**src/rtl/rv_fifo.sv**
```systemverilog
// rv_fifo: first-word-fall-through FIFO with ready/valid on both ends.
// Optional feature macro: RV_FIFO_OCCUPANCY_EN adds a registered occupancy count port.
// Full/empty come from extended pointers; the storage array itself is never reset.
module rv_fifo #(
  parameter int WIDTH    = 32,
  parameter int LOGDEPTH = 3
) (
  input  logic                clk,
  input  logic                rst,
  input  logic                enq_valid,
  input  logic [WIDTH-1:0]    enq_data,
  output logic                enq_ready,
  output logic                deq_valid,
  output logic [WIDTH-1:0]    deq_data,
`ifdef RV_FIFO_OCCUPANCY_EN
  output logic [LOGDEPTH:0]   occupancy,
`endif
  input  logic                deq_ready
);

  localparam int DEPTH = 1 << LOGDEPTH;

  logic [WIDTH-1:0] mem [DEPTH];
  logic [LOGDEPTH:0] wr_ptr, rd_ptr;
  logic full, empty, wr_fire, rd_fire;

  // Extra MSB distinguishes full from empty when the index bits match.
  assign empty = (wr_ptr == rd_ptr);
  assign full  = (wr_ptr[LOGDEPTH-1:0] == rd_ptr[LOGDEPTH-1:0]) &&
                 (wr_ptr[LOGDEPTH] != rd_ptr[LOGDEPTH]);

  assign enq_ready = !full;
  assign deq_valid = !empty;
  assign wr_fire   = enq_valid && enq_ready;
  assign rd_fire   = deq_valid && deq_ready;

  // Head entry is driven straight from storage; masked to zero when empty.
  assign deq_data = deq_valid ? mem[rd_ptr[LOGDEPTH-1:0]] : '0;

  // Pointer update; both may advance on the same edge.
  always_ff @(posedge clk or posedge rst) begin
    if (rst) begin
      wr_ptr <= '0;
      rd_ptr <= '0;
    end else begin
      if (wr_fire) wr_ptr <= wr_ptr + 1'b1;
      if (rd_fire) rd_ptr <= rd_ptr + 1'b1;
    end
  end

  // Storage write; contents are left untouched by reset.
  always_ff @(posedge clk) begin
    if (wr_fire) mem[wr_ptr[LOGDEPTH-1:0]] <= enq_data;
  end

`ifdef RV_FIFO_OCCUPANCY_EN
  // Entry count tracks write-only / read-only transfers.
  always_ff @(posedge clk or posedge rst) begin
    if (rst) begin
      occupancy <= '0;
    end else begin
      case ({wr_fire, rd_fire})
        2'b10:   occupancy <= occupancy + 1'b1;
        2'b01:   occupancy <= occupancy - 1'b1;
        default: occupancy <= occupancy;
      endcase
    end
  end
`endif

endmodule
```
**config.mk**
```make
export PLATFORM = sky130hd
export DESIGN_NAME = rv_fifo
export DESIGN_NICKNAME = d
export VERILOG_FILES = /design/src/rtl/rv_fifo.sv
export SDC_FILE = /design/constraint.sdc
export NUM_CORES = 1
export LEC_CHECK = 0
export ABC_AREA = 1
export CORE_MARGIN = 8
export CORE_UTILIZATION = 50
export DETAILED_ROUTE_END_ITERATION = 7
export PLACE_DENSITY = 0.72
export SLEW_MARGIN = 25
export SYNTH_ARGS = -nofsm -noshare
export SYNTH_HDL_FRONTEND = slang
export SYNTH_SLANG_ARGS = --single-unit
```
**constraint.sdc**
```tcl
create_clock -name clk -period 4.2 [get_ports clk]
set_clock_uncertainty 0.2 [all_clocks]
set_input_delay 1.05 -clock clk [delete_from_list [all_inputs] [get_ports clk]]
set_output_delay 1.05 -clock clk [all_outputs]
set_load 0.02 [all_outputs]
```
# Word level (Yosys, flattened, before mapping)

Memory sizes are Yosys's and may differ from the RTL's.
Cells that the tools add are included.
Widths: inputs -> output; s select.

Memories: 1
Output and inout bits: 34
Memory bits (writable): 256
Register bits after elaboration: 8
Input bits: 36

Reductions and logical operators: 5
Mux-type cells: 3
Add/sub/neg operators: 2
Eq/ne operators: 3

Memory list:

| name | words | bits a word | rd ports | clocked after Yosys merged registers in | wr ports | RTL line | source |
|---|---|---|---|---|---|---|---|
| mem  | 8     | 32          | 1        | 0                                       | 1        | 23       | `logic [WIDTH-1:0] mem [DEPTH];` |

Operator list:

| cell                | count |
|---|---|
| $mux 32             | 1 |
| $add 4x1->4 const B | 2 |
| $eq 4x4->1          | 1 |
| $eq 3x3->1          | 1 |
| $logic_and 1x1->1   | 3 |
| $logic_not 1->1     | 2 |
| $mux 1              | 2 |
| $ne 1x1->1          | 1 |

# Depth between registers and ports, before layout

Depth in word-level cells: 6
Mapped depth: 11
Gate-level depth less buffers: 9

# Worst setup path before layout

OpenSTA, ideal clock, no wires.

Kind: input to register
Start: input enq_valid
End: memory mem[0][0] (enable)
Arrival: 2558 ps
Stages: 2
Path buffers: 0
Library setup time: 421 ps
Path slack: 1021 ps
Cells stage by stage: nand2_1 -> nor2_1

Cells in the longest elaborated chain, start to end: 3

Ends and longest elaborated chain:

| what                         | RTL line | source |
|---|---|---|
| start, declared              | 10       | `input logic enq_valid,` |
| $logic_and 1x1->1            | 34       | `assign wr_fire = enq_valid && enq_ready;` |
| $mux 1                       | 53       | `if (wr_fire) mem[wr_ptr[LOGDEPTH-1:0]] <= enq_data;` |
| $mux 1 (implied by the code) | 53       |  |
| end, declared                | 23       |  |

No other way between the ends.

# Worst setup path in the final report

Start: register rd_ptr[1]
End: output deq_data[1]

Cells in the longest elaborated chain, start to end: 2

Ends and longest elaborated chain:

| what                                       | RTL line | source |
|---|---|---|
| start, declared                            | 24       | `logic [LOGDEPTH:0] wr_ptr, rd_ptr;` |
| start signal, assigned                     | 47       | `if (rd_fire) rd_ptr <= rd_ptr + 1'b1;` |
| $mem_v2 8x32 or $eq 4x4->1 (tied branches) | n/a      |  |
| $mux 32 (*)                                | 38       | `assign deq_data = deq_valid ? mem[rd_ptr[LOGDEPTH-1:0]] : '0;` |
| end, declared                              | 14       | `output logic [WIDTH-1:0] deq_data,` |

Every way passes the cells marked *; elsewhere a longest branch is shown, timed or not.

==> metrics.md <==
| Metric | Value |
|---|---|
| Max-cap violations | `0` |
| Vias per cell | `5.434` |
| TNS Setup | `0 ns` |
| Reg2reg start | `rd_ptr[1]` |
| Seq cells post-synth | `between 200 and 300` |
| First-pass DRT Iterations | `5` |
| Routability cong. | `between 0.7 and 0.8` |
| Post-DP HPWL | `between 10000 and 15000 um` |
| Die Y | `around 160 um` |
| Synth area leader | `edfxtp_1` |
| Boundary Pins | `70` |
| Synth top area share | `0.7210` |
| Startpoint types | `flop` |
| Layout cell share with drive strength beyond 1 | `0.07437` |
| Data required, critical path | `2.95 ns` |
| Hold buffer count at CTS | `0` |
| Max_slew headroom | `0.6146` |
| Synthesized instance count | `a little over 900` |
| Final nets | `1012` |
| Worst skew pair latency | `0.53 ns` |
| Initial core utilization | `0.5088` |
| First-pass GRT wire length | `35960 um` |
| Largest cells by area after synthesis | `edfxtp_1 72%, nor2_1 7.1%, nand2_1 5.8%, o21ai_0 5.7%, nand3_1 2.0%` |
| Final period utilization | `0.9738` |
| Top cells by count, synth | `256 x edfxtp_1, 202 x nor2_1, 166 x nand2_1` |
| Cts bufs inserted | `27` |
| Pre-CTS WS | `approximately 0.56 ns` |
| Hold Startpoint | `rd_ptr[3]` |
| Setup crit end kind | `output pin` |
| Clock share of power | `0.241` |
| Core Util, Final | `0.6029` |
| Slew @ Worst Pin | `0.5781 ns` |
| Post-synth EDFFs | `~260` |
| Worst Setup SP | `rd_ptr[1]` |
| Status | `complete, no violations` |
| Vias in the first global route | `approximately 6600` |
| Synth unique cells | `18` |
| Logic pwr share | `0.400` |
| Vias | `roughly 7000` |
| Worst hold slack | `about 0.29 ns` |
| Class of the worst hold path | `flop to flop` |
| P_int | `~0.0061 W` |
| Buffers on Ports | `69` |
| H-tree levels | `1` |
| Max Root-Sink Buffers | `3` |
| Post-Syn Area | `~11000 um^2` |
| Fmax | `around 240 MHz` |
| Max FO, Critical Path | `38` |
| Hold Path Depth | `2` |
| Pin count of the biggest net entering global routing | `108` |
| Syn Area/Cell | `11.74 um^2` |
| Switching share of power | `0.3700` |
| Total power | `between 0.009 and 0.01 W` |
| Routed Antenna Nets | `0` |
| Top_reg_cell synth | `edfxtp_1` |
| Psw | `0.003562 W` |
| Synth warn | `0` |
| Overall global routing resource usage | `0.1718` |
| Syn nets | `946` |
| Min cycle time layout | `between 4 and 5 ns` |
| Final hold vios | `0` |
| Initial antenna violation count | `2` |
| Die width | `approximately 160 um` |
| Die ar. | `~26000 um^2` |
| Static Leak | `between 4 and 5 nW` |
| CTS tree | `built` |
| Worst EP arrival | `2.84 ns` |
| Core area | `roughly 21000 um^2` |
| Worst reg2reg path depth | `8` |
| CP Class | `flop to output pin` |
| Flop pwr share | `0.359` |
| Final worst setup slack | `0.1099 ns` |
| DRT Wirelength | `23540 um` |
| WL per Instance | `between 15 and 20 um` |
| Post-synth ARST share | `0.03030` |
| Setup Viol. Count Final | `0` |
| Syn-to-layout area delta | `18.50%` |
| Final slew viol count | `0` |
| Clk sinks | `approximately 260` |
| Clk slew on worst S/H paths | `approximately 0.060 ns` |
| Post-synthesis sequential area ratio | `0.7398` |
| RSZ-0062 raised after global routing | `yes` |
| Core Rows | `53` |
| Top-count cell post-synth | `edfxtp_1` |
| DRT iter0 DRCs | `a little under 600` |
| Remaining DRCs | `0` |
| Root Buffer | `clkbuf_16` |
| Total gr overflow | `0` |
| Pwr Density | `approximately 760 nW/um^2` |
| Worst vdd ir | `slightly above 0.0005 V` |
==> final cells by class <==
type	count	area (um^2)
fillers	1654	8322
multi-input cells	578	2519
clock buffers	30	686.9
flip-flops and latches	264	7893
well taps	275	344.1
diodes	1	2.502
clock inverters	20	172.7
inverters	12	46.29
repair buffers	91	969.7
==> logic make-up (layout without fill, tap and decap cells) <==
group	after synthesis	count (layout)	share of synthesized area
fa+ha+maj	2	2	0.002347
simple gates	412	412	0.1509
other cells	0	1	0
compound gates	161	161	0.07558
buf+inv	66	153	0.02887
xor+xnor	3	3	0.002465
flops	264	264	0.7398
==> critical path, stage by stage, from the launching register on <==
cell and delay (ns):
dfrtp_2 0.41, inv_2 0.36, nand2_1 0.09, nand2_1 0.09, a21oi_1 0.05, nand2_1 0.11, buf_12 0.24, nand2_1 0.09
nor2_1 0.20, clkdlybuf4s50_1 0.65
==> routing by layer <==
metal,share of wire,vias up,GRT usage
met1,0.42,3367,0.2205
met4,0.022,2,0.04588
met5,0.00047,-,0
met3,0.055,47,0.03063
met2,0.50,201,0.2959
li1,-,3289,-
==> path summary, 6_finish.rpt <==
kind / slack (ns) / endpoint
min in group asynchronous: 0.58 / wr_ptr[1]
max reg2reg: 1.41 / mem[0][17]
min: 0.29 / rd_ptr[3]
min reg2reg: 0.29 / rd_ptr[3]
max: 0.11 / deq_data[1]
max in group asynchronous: 2.94 / rd_ptr[0]
==> sequential cells by signal (all words and copies together) (netlist names) <==
| name | cells |
|---|---|
| rd_ptr | 4 |
| mem | 256 |
| wr_ptr | 4 |
==> through the flow <==
stage	area (um^2)	instances
2_1_floorplan	10660	908
3_3_place_gp	11710	1218
3_5_place_dp	11710	1218
4_1_cts	12570	1268
5_1_grt	12630	1271
6_report	12630	1271
==> layout by cell type (no fill, tap or decap) <==
master	netlist	layout
buf_12	0	3
clkdlybuf4s50_1	0	69
nand4_2	1	1
buf_8	0	1
buf_16	0	2
clkbuf_16	0	28
clkbuf_1	26	3
edfxtp_1	256	256
a21oi_1	33	33
o21ai_0	122	122
clkinv_2	0	8
o21ai_1	6	6
dfrtp_1	8	6
ha_1	2	2
clkinv_1	0	8
buf_4	6	12
inv_1	10	9
diode_2	0	1
xor2_1	3	3
inv_6	0	2
dfrtp_4	0	1
inv_2	2	2
buf_6	2	3
dfrtp_2	0	1
nor2_4	0	7
nand2_1	166	166
nor2_1	202	195
nand3_1	43	43
bufinv_16	0	3
==> power groups by stage <==
stage               logic, W  registers, W  clock network (W)
floorplan            0.00235       0.00345                  0
global placement     0.00372       0.00351                  0
detailed placement   0.00378       0.00352                  0
CTS                  0.00381       0.00347            0.00235
global route         0.00424       0.00349            0.00245
finish               0.00385       0.00346            0.00232
==> what timing repair did <==
action                     4_1_cts  5_1_grt
hold endpoints to repair         0        0
setup endpoints to repair        1       25
cloned                           0        1
gates resized for setup          1        6
setup buffers                    0        1
Power figures use the tool's default switching activity.
==> variant 1: new RTL, same settings <==
Set the parameter `LOGDEPTH` to 2 (it was 3).
--- a/src/rtl/rv_fifo.sv
+++ b/src/rtl/rv_fifo.sv
@@ -5,3 +5,3 @@
   parameter int WIDTH    = 32,
-  parameter int LOGDEPTH = 3
+  parameter int LOGDEPTH = 2
 ) (
Check against the original RTL: not equivalent (a bounded check fails within 10 cycles, from zero or initial values and one cycle with rst high).
==> variant 1 against the original RTL <==
Setup slack gained 160 ps; synthesized area shrank 48%; wire length shrank 53%; hold slack gained 90 ps; sequential cell count shrank 130; final area shrank 45%; power shrank 41%; critical path depth shrank 3; critical path type unchanged; critical endpoint is now deq_data[16]; largest cell class unchanged; largest power group unchanged; highest routed layer is now met4.
==> variant 1: results (changes against the original RTL) <==
number of buffers created by CTS 17 (-37%); Antenna Cells 0 (-1); Largest register FFs 128 (-50%); Clock Tree Buf Depth 2 (-1); Synth area leaders edfxtp_1 69%, o21ai_0 7.2%, nor2_1 6.7%; DP Area 0.006425 mm^2 (-45%); post-DP HPWL 6673 um (-46%); TritonRoute pass-1 iters 4 (-1); library cells used by synthesis 19 (+1); Synth Area in Compound Gates 0.08627 (+0.01069); post-route ant nets 0 (unchanged); synthesized-area fraction occupied by adder cells 0.01123 (+0.008886); CP max FO 53 (+39%); Leak 0.002642 uW (-42%); Setup Fix Bufs, Post-CTS 0 (unchanged); Post-synth top cells 128 x edfxtp_1, 100 x nor2_1, 80 x o21ai_0; initial antenna violation count 0 (-2); sequential share of the synthesized area 0.7171 (-0.02268); Clock Pin Slew Worst Setup and Hold Paths 60 ps (about the same); r2r setup slk 1830 ps (+420 ps); proportion of synthesized area in mux cells 0 (unchanged); total gr overflow 0 (unchanged); FFs w/ async S/R, synth 0.04478 (+0.01447); status complete, no violations; net count after synthesis 511 (-46%); 1st-iter DRT viols 250 (-57%); layout cell share with drive strength beyond 1 0.09369 (+0.01932); xor/xnor cell area share of the yosys netlist 0.003145 (+0.0006809); largest net degree at the start of global routing 64 (-41%); Worst-Skew Late Latency 510 ps (-20 ps); gr usage total 0.1553 (-0.01650); r2r startpoint wr_ptr[0]; Hold Crit Class register to register; VDD IR max 431.2 uV (-16%); Worst R2R End mem[3][6]; Hold Path Sink rd_ptr[2]; H-tree Lvls 4 (+3); Synth Warn # 0 (unchanged); Worst Hold Launch rd_ptr[2]; GP Congestion 0.7354 (-0.69%); R2R depth 7 (-1); Post-CTS Resized 0 (-1); clk root buf clkbuf_8; Post-synth EDFFs 128 (-50%); port bufs 69 (unchanged); Via density 5.122 (-5.7%); first-pass GRT wire length 17660 um (-51%); WL per Instance 15.88 um (-14%); vias in the first global route 3683 (-44%); Worst Tran Pin Value 573.2 ps (-4.917 ps); Nets 583 (-42%); Hold Crit Depth 2 (unchanged); crit path DAT 2680 ps (-160 ps)
variant 1: cell types whose count changed after synthesis, sizes merged, moves of 32 or more:
cell / change
a21oi: -33
nor2: -102
nand2: -108
o21ai: -32
nand3: -35
edfxtp: -128
variant 1: metal layers:
metal  vias to the layer above  routed length, um  track usage
li1                       1739                  -            -
met1                      1713               4563       0.1738
met2                       103               5754       0.2728
met3                         5                641      0.04442
met4                         0                 82      0.06476
met5                         -                  0            0
variant 1: worst max-delay path by stage:
stage,start,end
2_1_floorplan,enq_valid,mem[0][0]
3_3_place_gp,rd_ptr[1],deq_data[16]
3_5_place_dp,rd_ptr[1],deq_data[18]
4_1_cts,rd_ptr[1],deq_data[16]
5_1_grt,rd_ptr[1],deq_data[1]
6_report,rd_ptr[1],deq_data[16]
variant 1: final cells by class:
type,instances,area (um^2)
clock buffer,19,421.7
inverter,43,161.4
sequential,134,3996
fill,872,3880
timing repair buffer,77,813.3
clock inverter,13,113.9
tap,140,175.2
multi-input combinational,269,1279
variant 1: cell families (layout without fill, tap and decap cells):
group / Yosys count / in the layout
compound gates: 96 / 96
xor+xnor: 2 / 2
fa+ha+maj: 5 / 5
buf+inv: 67 / 152
flops: 134 / 134
simple gates: 166 / 166
variant 1: worst max-delay path, cell delays in order (launching register included):
cell and delay [ps]:
dfrtp_2 510, buf_4 480, o21ai_0 200, o21ai_1 220
nand2_1 80, inv_1 80, clkdlybuf4s50_1 600
variant 1: through the flow:
step                      cells  setup WS [ps]  hold slack [ps]
final                       695          266.7            381.0
after floorplan             470           1078            312.2
after detailed placement    663          795.8            362.2
after CTS                   695          198.7            383.0
after global routing        695          40.98            408.7
after global placement      663          856.4            340.7
variant 1: report_power, final:
group          leakage [uW]  internal [uW]  switching [uW]  total [uW]
clock network      0.000267            828             498        1330
logic               0.00113            953            1500        2450
registers           0.00125           1780             102        1880
total               0.00264           3560            2100        5650
==> variant 2: new RTL, same flow settings <==
Made on the original files. The option `RV_FIFO_OCCUPANCY_EN` is turned on by a define.
--- a/src/rtl/rv_fifo.sv
+++ b/src/rtl/rv_fifo.sv
@@ -3,2 +3,4 @@
 // Full/empty come from extended pointers; the storage array itself is never reset.
+`define RV_FIFO_OCCUPANCY_EN
+
 module rv_fifo #(
Function (old outputs only; new: occupancy): kept (equiv_simple and equiv_induct, registers matched by name and starting in step).
==> variant 2 against the original RTL <==
Highest routed layer is now met4; hold slack improved by 35 ps; critical endpoint is now deq_data[11]; clock power is 6% lower; sequential power grew 2%; wire length decreased by 2.0%; final area grew 0.98%; synthesized area rose by 1.2%; setup slack improved by 47 ps; sequential cell count is 4 higher; power rose by 1.4%.
==> variant 2: results (changes against the original RTL) <==
R2R depth 13 (+5); DP Area 0.01190 mm^2 (+1.6%); number of clock buffers in the layout 35 (+17%); Antenna Cells 0 (-1); Synth area leaders edfxtp_1 71%, nor2_1 8.2%, o21ai_0 6.0%; WL per Instance 18.68 um (+0.85%); xor/xnor cell area share of the yosys netlist 0.007303 (+0.004838); die width 162.9 um (+0.56%); inverter count 14 (+2); Post-synth EDFFs 256 (unchanged); sequential share of the synthesized area 0.7400 (about the same); Buffers, non-clock 93 (+2.2%); final core utilization 0.6050 (+0.002082); fraction of area in registers 0.6266 (+0.001882); post-DP HPWL 11670 um (-6.2%); initial antenna violation count 0 (-2); status complete, no violations; Leak 0.004459 uW (-2.4%); non-clk buf share 0.07905 (+0.002296); DR vias 6950 (+0.64%); Post-synth top cells 256 x edfxtp_1, 236 x nor2_1, 130 x o21ai_0; Hold Crit Depth 1 (-1); gr usage total 0.1688 (-0.003004); CP delay by family, top buffers and inverters; largest net degree at the start of global routing 99 (-8.3%); FFs w/ async S/R, synth 0.04478 (+0.01447); crit path DAT 2790 ps (-50 ps); synthesized-area fraction occupied by adder cells 0.005796 (+0.003449); Clock Pin Slew Worst Setup and Hold Paths 70 ps; delay of the slowest critical-path stage 640 ps; GP Congestion 0.7440 (+0.47%); Synth Area in Compound Gates 0.1015 (+0.02596); routed wl met2 11090 um (-6.1%); met3 wire length 1383 um (+7.3%); TritonRoute pass-1 iters 5 (unchanged); top routing layer in use met4; Rel. slew slack 0.6102 (-0.004409); net count after synthesis 916 (-3.2%); area occupied by multi-input gates 0.002551 mm^2 (+1.3%); dpl ws 543.7 ps (-17.88 ps); DRT met1 WL 10080 um (+1.6%); CP max FO 36 (-5.3%); 1st-iter DRT viols 635 (+8.9%); dpl cells 1184 (-2.8%); library cells used by synthesis 21 (+3); vias in the first global route 6720 (+2.5%); VDD IR max 638.7 uV (+24%); comb_multi_in 536 (-7.3%); layout cell share with drive strength beyond 1 0.07188 (-0.002497); Via density 5.628 (+3.6%); first-pass GRT wire length 35410 um (-1.5%); Clock-cell share 0.06316 (-0.004878); clock sink count 268 (+1.5%); fillers 1620 (-2.1%); port bufs 73 (+5.8%); number of buffers created by CTS 27 (unchanged); Nets 981 (-3.1%); Mean Syn Cell Area 12.34 um^2 (+5.1%)
variant 2: cell count changes after synthesis, moves of 7 or more:
| cell | unedited run | this run |
|---|---|---|
| nand3_1 | 43 | 15 |
| o21ai_0 | 122 | 130 |
| o22ai_1 | 0 | 32 |
| nand2_1 | 166 | 73 |
| clkbuf_1 | 26 | 33 |
| o211ai_1 | 0 | 32 |
| a21oi_1 | 33 | 1 |
| nor2_1 | 202 | 236 |
variant 2: routing by layer:
| metal | global-route usage | up-vias |
|---|---|---|
| met2 | 0.2818 | 232 |
| met1 | 0.2201 | 3415 |
| met4 | 0.06005 | 0 |
| met3 | 0.02755 | 42 |
| met5 | 0 | - |
| li1 | - | 3261 |
variant 2: worst paths after layout:
path / startpoint / to / slack [ps]
min in group asynchronous: rst / rd_ptr[0] / 640
max in group asynchronous: rst / rd_ptr[0] / 2800
min: occupancy[0] / occupancy[0] / 330
max: rd_ptr[0] / deq_data[11] / 160
max reg2reg: rd_ptr[1] / occupancy[2] / 1220
min reg2reg: occupancy[0] / occupancy[0] / 330
variant 2: power by group:
| part | leakage (uW) | internal (uW) | switching (uW) |
|---|---|---|---|
| registers | 0.00247 | 3370 | 172 |
| logic | 0.00159 | 1500 | 2520 |
| clock network | 0.000396 | 1250 | 941 |
| total | 0.00446 | 6120 | 3640 |
variant 2: cell families (layout without fill, tap and decap cells):
logic type | count (synthesis) | count (layout)
AOI/OAI and AO/OA | 195 | 195
xor gates and xnor gates | 9 | 9
adders and majority gates | 5 | 5
buffers and inverters | 71 | 156
DFF | 268 | 268
and+or+nand+nor | 327 | 327
variant 2: timing repair:
| action | CTS | global route |
|---|---|---|
| endpoints found under the setup margin | 2 | 14 |
| endpoints found under the hold margin | 0 | 0 |
| setup buffers | 0 | 1 |
| resized for setup | 1 | 4 |
| gates cloned | 0 | 1 |
